`src/rtl/fsm_cmd_arb_pkg.sv`:
```
// Purpose : shared types, constants and the round-robin helper for fsm_cmd_arbiter.
// Latency : n/a (types, constants and a combinational function only).
// Backpressure: n/a.
// Contents: arb_state_t, PARK_CMD_DEFAULT, rr_pick(req, ptr).
package fsm_cmd_arb_pkg;

  typedef enum logic [1:0] {
    IDLE    = 2'd0,
    SERVE   = 2'd1,
    RELEASE = 2'd2
  } arb_state_t;

  // Command that leaves the shared FSM in its current state.
  localparam logic [1:0] PARK_CMD_DEFAULT = 2'h3;

  // Winner index scanning upward from ptr with wrap. The request vector is
  // zero-padded to 8 bits, so wrapping through the unused upper positions
  // behaves exactly like a modulo-NUM_REQ scan for any NUM_REQ <= 8.
  function automatic logic [2:0] rr_pick(input logic [7:0] req, input logic [2:0] ptr);
    logic [2:0] idx;
    logic [2:0] win;
    logic       found;
    win   = ptr;
    found = 1'b0;
    for (int i = 0; i < 8; i++) begin
      idx = ptr + i[2:0];
      if (!found && req[idx]) begin
        win   = idx;
        found = 1'b1;
      end
    end
    return win;
  endfunction

endpackage

```
`src/rtl/fsm_cmd_rr_picker.sv`:
```
// Purpose : round-robin winner select: rotate req by ptr, priority encode, unrotate.
// Latency : combinational.
// Backpressure: none; any=0 when no requester is asking.
// Ports   : req (request vector), ptr (highest-priority index), any (some req set), win (winner index).
module fsm_cmd_rr_picker #(
  parameter int NUM_REQ = 4
) (
  input  logic [NUM_REQ-1:0]         req,
  input  logic [$clog2(NUM_REQ)-1:0] ptr,
  output logic                       any,
  output logic [$clog2(NUM_REQ)-1:0] win
);
  localparam int          IW  = $clog2(NUM_REQ);
  localparam logic [IW:0] N_W = (IW + 1)'(NUM_REQ);

  logic [2*NUM_REQ-1:0] dbl;
  logic [NUM_REQ-1:0]   rot;
  logic [IW-1:0]        off;
  logic [IW:0]          sum;
  logic                 found;

  // Doubling the vector turns the rotation into a plain part-select.
  assign dbl = {req, req};
  assign any = |req;

  always_comb begin
    rot   = dbl[ptr +: NUM_REQ];
    off   = '0;
    found = 1'b0;
    for (int i = 0; i < NUM_REQ; i++) begin
      if (!found && rot[i]) begin
        off   = i[IW-1:0];
        found = 1'b1;
      end
    end
    // Unrotate: (ptr + off) mod NUM_REQ without a divider.
    sum = {1'b0, ptr} + {1'b0, off};
    if (sum >= N_W) begin
      sum = sum - N_W;
    end
    win = sum[IW-1:0];
  end

endmodule

```
`src/rtl/fsm_cmd_arbiter.sv`:
```
// Purpose : time-shares one Mealy command FSM among NUM_REQ requesters in bounded bursts.
// Latency : req->gnt 1 cycle; issue->rsp 1 cycle; grant-to-grant minimum 3 cycles.
// Backpressure: a requester issues only while granted and holding req; dropping req ends the burst.
// Ports   : clk, rst_n (sync, active-low); req/cmd per requester; gnt one-hot;
//           fsm_in/fsm_out to/from the shared FSM; rsp_valid/rsp_data/rsp_id tagged response.
// Build   : define FSM_CMD_ARB_FIXED_PRIO_EN for fixed priority (requester 0 highest), no rr_ptr.
module fsm_cmd_arbiter
  import fsm_cmd_arb_pkg::*;
#(
  parameter int         NUM_REQ     = 4,
  parameter int         HOLD_CYCLES = 3,
  parameter logic [1:0] PARK_CMD    = PARK_CMD_DEFAULT
) (
  input  logic                       clk,
  input  logic                       rst_n,
  input  logic [NUM_REQ-1:0]         req,
  input  logic [2*NUM_REQ-1:0]       cmd,
  output logic [NUM_REQ-1:0]         gnt,
  output logic [1:0]                 fsm_in,
  input  logic [1:0]                 fsm_out,
  output logic                       rsp_valid,
  output logic [1:0]                 rsp_data,
  output logic [$clog2(NUM_REQ)-1:0] rsp_id
);
  localparam int            IW        = $clog2(NUM_REQ);
  localparam logic [3:0]    HOLD_LAST = 4'(HOLD_CYCLES - 1);
  localparam logic [IW-1:0] LAST_IDX  = IW'(NUM_REQ - 1);

  arb_state_t    state;
  arb_state_t    state_nxt;
  logic [IW-1:0] win_q;
  logic [IW-1:0] pick;
  logic          pick_vld;
  logic [3:0]    issue_cnt;
  logic          issue;

`ifdef FSM_CMD_ARB_FIXED_PRIO_EN
  // Scanning from index 0 every time gives plain lowest-index priority.
  assign pick     = IW'(rr_pick(8'(req), 3'd0));
  assign pick_vld = |req;
`else
  logic [IW-1:0] rr_ptr;

  fsm_cmd_rr_picker #(
    .NUM_REQ (NUM_REQ)
  ) u_picker (
    .req (req),
    .ptr (rr_ptr),
    .any (pick_vld),
    .win (pick)
  );
`endif

  // State register.
  always_ff @(posedge clk) begin
    if (!rst_n) begin
      state <= IDLE;
    end else begin
      state <= state_nxt;
    end
  end

  // Next-state logic. The HOLD_LAST test only matters on an issue cycle,
  // which is guaranteed here because a low req takes the first branch.
  always_comb begin
    state_nxt = state;
    case (state)
      IDLE:    if (pick_vld) state_nxt = SERVE;
      SERVE:   if (!req[win_q] || (issue_cnt == HOLD_LAST)) state_nxt = RELEASE;
      RELEASE: state_nxt = IDLE;
      default: state_nxt = IDLE;
    endcase
  end

  // Outputs to the shared FSM: a requester command reaches it only on an
  // issue cycle; every other cycle parks it.
  always_comb begin
    issue  = 1'b0;
    fsm_in = PARK_CMD;
    if ((state == SERVE) && req[win_q]) begin
      issue  = 1'b1;
      fsm_in = cmd[{win_q, 1'b0} +: 2];
    end
  end

  // Grant, burst counter, pointer and the registered response.
  always_ff @(posedge clk) begin
    if (!rst_n) begin
      gnt       <= '0;
      win_q     <= '0;
      issue_cnt <= '0;
      rsp_valid <= 1'b0;
      rsp_data  <= '0;
      rsp_id    <= '0;
`ifndef FSM_CMD_ARB_FIXED_PRIO_EN
      rr_ptr    <= '0;
`endif
    end else begin
      rsp_valid <= issue;
      if (issue) begin
        rsp_data  <= fsm_out;
        rsp_id    <= win_q;
        issue_cnt <= issue_cnt + 4'd1;
      end
      if ((state == IDLE) && pick_vld) begin
        win_q     <= pick;
        gnt       <= {{(NUM_REQ-1){1'b0}}, 1'b1} << pick;
        issue_cnt <= '0;
      end
      if ((state == SERVE) && (state_nxt != SERVE)) begin
        gnt <= '0;
      end
`ifndef FSM_CMD_ARB_FIXED_PRIO_EN
      if (state == RELEASE) begin
        rr_ptr <= (win_q == LAST_IDX) ? '0 : win_q + IW'(1);
      end
`endif
    end
  end

endmodule
```
`config.mk`:
```
export PLATFORM = sky130hd
export DESIGN_NAME = fsm_cmd_arbiter
export DESIGN_NICKNAME = d
export VERILOG_FILES = /design/src/rtl/fsm_cmd_arb_pkg.sv /design/src/rtl/fsm_cmd_rr_picker.sv /design/src/rtl/fsm_cmd_arbiter.sv
export SDC_FILE = /design/constraint.sdc
export NUM_CORES = 1
export LEC_CHECK = 0
export ABC_AREA = 1
export CORE_ASPECT_RATIO = 1.2
export CORE_UTILIZATION = 50
export CTS_CLUSTER_SIZE = 25
export DETAILED_ROUTE_END_ITERATION = 7
export HOLD_SLACK_MARGIN = 0.1
export PLACE_DENSITY = 0.82
export SETUP_SLACK_MARGIN = 0.2
export SLEW_MARGIN = 20
export SYNTH_ARGS = -nofsm -noshare
export SYNTH_HDL_FRONTEND = slang
export SYNTH_SLANG_ARGS = --single-unit
```
`constraint.sdc`:
```
create_clock -name clk -period 4.9 [get_ports clk]
set_input_delay 0.98 -clock clk [delete_from_list [all_inputs] [get_ports clk]]
set_output_delay 0.98 -clock clk [all_outputs]
set_load 0.02 [all_outputs]
```
## Word level (Yosys, flattened, before mapping)

Cells that the tools add are included.

- Register bits after elaboration: 19
- Input bits: 16
- Output and inout bits: 11
- Word-level logic and storage cells: 53

- Add/sub/neg operators: 4
- Order comparisons: 2
- Equal/unequal tests: 5
- Shift-type cells: 3
- Multiplexer cells: 15
- Bitwise gates (word level): 1
- Reduce and logical (&&, ||, !) cells: 15

Operators by type and width:

| operator | count |
|---|---|
| $mux 2 | 7 |
| $shiftx 8x3->4 | 1 |
| $shiftx 8x4->2 | 1 |
| $logic_and 1x1->1 | 6 |
| $mux 1 | 6 |
| $add 4x1->4 const B | 1 |
| $eq 2x2->1 const B | 2 |
| $eq 4x2->1 const B | 1 |
| $logic_not 1->1 | 4 |
| $pmux 2 s2 | 1 |
| $reduce_or 2->1 | 2 |
| $reduce_or 4->1 | 1 |
| $shl 1x2->4 const A | 1 |
| $add 2x2->3 | 1 |
| $ge 3x3->1 const B | 1 |
| $lt 2x3->1 const B | 1 |
| $add 2x1->2 const B | 1 |
| $bmux 1 s2 | 1 |
| $eq 2x1->1 const B | 1 |
| $logic_not 2->1 | 1 |
| $ne 2x1->1 const B | 1 |
| $sub 2x1->2 const B | 1 |
| $logic_or 1x1->1 | 1 |
| $not 1->1 | 1 |

## Logic depth before layout (Yosys ltp)

- Depth in word-level cells: 15
- Depth in mapped cells: 14
- Mapped depth without buffers: 14

## Modules after synthesis

From an unflattened synthesis, not the netlist that was laid out.

- Cells, all modules: 176
- Area total of the unflattened synthesis: 1167.4 um^2

Modules (own cells, without submodules):

| module | times used | cells an instance | area an instance (um^2) | seq. area each (um^2) |
|---|---|---|---|---|
| fsm_cmd_arbiter | 1 | 141 | 996.0 | 380.4 |
| fsm_cmd_rr_picker | 1 | 35 | 171.4 | 0.0 |

## Least setup slack after synthesis

Ideal clock, no wire load.

- Path type: in2out
- Start point: input port req[1]
- End point: output port fsm_in[0]
- Data arrival time: 1.738 ns
- Data required time: 3.920 ns
- Path slack: 2.182 ns
- Cell stages on the path: 7
- Path buffers: 1
- Path through: nand2_1 > nand3_1 > and2_4 > nand2_4 > inv_2 > buf_6 > o221ai_1

- Longest elaborated chain between the ends: 4

RTL lines:

| item | line | text |
|---|---|---|
| start: declaration | fsm_cmd_arbiter.sv:16 | `input logic [NUM_REQ-1:0] req,` |
| $bmux 1 s2 | fsm_cmd_arbiter.sv:80 | `if ((state == SERVE) && req[win_q]) begin` |
| $mux 1 (not written as such) | fsm_cmd_arbiter.sv:80 |  |
| $logic_and 1x1->1 | fsm_cmd_arbiter.sv:80 |  |
| $mux 2 | fsm_cmd_arbiter.sv:80 |  |
| end: declaration | fsm_cmd_arbiter.sv:19 | `output logic [1:0] fsm_in,` |

No other way between the ends. The select of a mux whose other input is x is not followed.

## Final worst setup path

Ends and elaborated chain as after synthesis.

==> run_results.csv <==
group,metric,value,unit
floorplan,die_w,43.1,µm
cts,htreeDepth,1,
yosys,netlist_instances,147,
cells_and_area,finalNetCount,197,
timing,holdWs,0.467,ns
placement,io_buffers,26,
yosys,synth-seq-area-share,0.376,
cells_and_area,multiInputGateArea,553,µm²
setup_path,worstPathCellList,"clkdlybuf4s50_1, nand2_1, nand3_1, and2_4, nand2_4, inv_2, o221ai_1, clkdlybuf4s50_1",
detailed_routing,vias_per_cell,5.33,
yosys,synthAdderAreaFrac,0.0494,
yosys,synth_top_area_cell,"dfxtp_1",
detailed_routing,wl_per_cell,11.4,µm
floorplan,io_pins,27,
yosys,synthArstFlopShare,0,
placement,dp_hpwl,1790,µm
grt,grt_overflow,0,
floorplan,die_y,51.3,µm
timing,slew_violations,0,
cells_and_area,regArea,380,µm²
yosys,avgSynthCellArea,6.89,µm²
setup_path,cp_max_fo,12,
hold_path,worst_hold_path_type,"reg -> reg",
cts,cts_buffers,3,
yosys,synthSimpleGateAreaFrac,0.311,
cts,ctsLongestPathBuffers,2,
floorplan,start_util,0.541,
yosys,synthTopCellsByCount,"38 x nand2_1, 19 x dfxtp_1, 16 x nor2_1, 15 x nand3_1",
cts,hold_buffers,0,
cts,cts_resized,0,
timing,hold_viol_final,0,
yosys,ys.flop_type,"dfxtp_1",
floorplan,coreArea,1870,µm²
cells_and_area,drive_gt1_frac,0.0682,
timing,setup_viol_count_final,0,
pwr,p_per_area,383,nW/µm²
timing,worstMarginPinSlew,0.293,ns
run_status,status,"complete, no violations",
cts,clk_pin_slew,0.10,ns
yosys,synth_top_family_by_area,"simple AND/OR/NAND/NOR gates",
timing,fin_ws,1.14,ns
yosys,synthMostInstantiatedCell,"nand2_1",
cts,cts-root-buf,"clkbuf_4",
setup_path,cpMaxStageDelayCell,"clkdlybuf4s50_1",
cts,cts_setup_buffers,0,
yosys,synth_edf_count,0,
cells_and_area,n_antenna_cell,0,
yosys,synth_warnings,0,
setup_path,cp_slowest_stage_delay,0.56,ns
yosys,syn_nets,167,
timing,fmax,266,MHz
placement,place_ws,1.15,ns
detailed_routing,route.detailed.drc,0,
detailed_routing,detail-route-antenna-nets,0,
pwr,p_leak,0.560,nW
run,cap_violations,0,
timing,fin_crit,3.76,ns
timing,relSlewSlack,0.804,
setup_path,cp-start-kind,"input pin",
yosys,synth_cell_types,22,
detailed_routing,drtIter0Drc,36,
grt,grt_max_degree,13,
yosys,synth_xor_area_frac,0.0173,
floorplan,rows,17,
setup_path,cp.required,3.92,ns
detailed_routing,drtPass1Iterations,4,
cts,cts_tree,"done",
yosys,synth_top_area_frac,0.376,
grt,grt_pass1_wl,3640,µm
timing,rsz0062_at_grt,"no",
cells_and_area,syn_to_final_growth,29.5,%
yosys,yosys-top-cells-area,"dfxtp_1 38%, nand2_1 14%, nand3_1 7.4%",
setup_path,cp.arrival,2.78,ns
floorplan,die_area,2210,µm²
detailed_routing,drt-total-wl,2220,µm
setup_path,cpMostUsedCell,"clkdlybuf4s50_1",
pwr,peakVddDrop,0.000234,V
setup_path,crit_path_end_kind,"output port",
yosys,ys_ff_latch,19,
yosys,synthesis.area,1010,µm²
cts,clock-sinks,19,
timing,skew,0.00415,ns
yosys,yosys-mux-area-fraction,0,
cts,insertion_delay,0.30,ns
setup_path,criticalPathCategory,"in -> out",
grt,grt_usage,0.222,
grt,grt_pass1_vias,936,
detailed_routing,dr_total_vias,1040,
timing,setup_tns,0,ns
cells_and_area,fillers,167,
timing,min_period_over_period,0.767,
grt,antenna_found_initial,0,
yosys,synth-compound-area-share,0.168,
placement,gp_congestion,0.797,
[state kept, by name, indices dropped and copies added, names as in the netlist]
| signal | flops |
|---|---|
| gnt | 4 |
| issue_cnt | 4 |
| rr_ptr | 2 |
| rsp_data | 2 |
| rsp_id | 2 |
| rsp_valid | 1 |
| state | 2 |
| win_q | 2 |
[cell families (layout without fill, tap and decap cells)]
kind of cell	Yosys count	after routing
xor gates and xnor gates	2	2
DFF	19	19
AOI/OAI and AO/OA	30	30
buffers and inverters	19	48
adders and majority gates	4	4
and+or+nand+nor	73	73
[path summary, 6_finish.rpt]
path,from,endpoint,slack [ns],cells after the start
max,req[1],fsm_in[0],1.14,8
min,gnt[3]$_SDFFE_PP0P_,gnt[3]$_SDFFE_PP0P_,0.47,2
min reg2reg,gnt[3]$_SDFFE_PP0P_,gnt[3]$_SDFFE_PP0P_,0.47,2
max reg2reg,rr_ptr[0]$_SDFFE_PN0N_,gnt[1]$_SDFFE_PP0P_,2.98,14
[cell type report]
type / count / area share
multi-input cells: 109 / 0.422
flip-flops and latches: 19 / 0.290
repair buffers: 26 / 0.198
inverters: 18 / 0.0515
clock buffers: 4 / 0.0200
well taps: 19 / 0.0181
[layer usage]
layer  up-vias  part of all wire  track usage
li1        539                 -            -
met1       467              0.41        0.226
met2        29              0.53        0.414
met3         5             0.037       0.0318
met4         0             0.024        0.136
met5         -                 0            0
[placed cells by master (no fill, tap or decap), drive strengths merged]
| cell type | instances |
|---|---|
| a21boi | 1 |
| a21oi | 14 |
| and2 | 1 |
| and3 | 1 |
| clkbuf | 4 |
| clkdlybuf4s50 | 26 |
| clkinv | 1 |
| dfxtp | 19 |
| ha | 4 |
| inv | 17 |
| nand2 | 39 |
| nand3 | 15 |
| nor2 | 16 |
| nor3 | 1 |
| o21ai | 11 |
| o221ai | 2 |
| o22ai | 2 |
| xnor2 | 1 |
| xor2 | 1 |
[critical path: cells and delay by family]
family	cells	cell delay, ns
AO/OA/AOI/OAI	1	0.15
AND/OR/NAND/NOR	4	0.39
buffers and inverters	3	1.26
[stage by stage]
step,utilization,instances,total power (W),area [µm²]
after global routing,0.701,195,0.000542,1310
after CTS,0.701,195,0.000506,1310
after global placement,0.686,191,0.000420,1280
final,0.701,195,0.000502,1310
after detailed placement,0.686,191,0.000426,1280
after floorplan,-,147,0.000354,1010
[power breakdown]
group	leakage [nW]	switching (W)	total, W	internal, W
clock	0.0150	0.0000477	0.0000795	0.0000318
combinational	0.390	0.000129	0.000219	0.0000895
sequential	0.155	0.0000219	0.000204	0.000182
(Power assumes the default switching activity.)
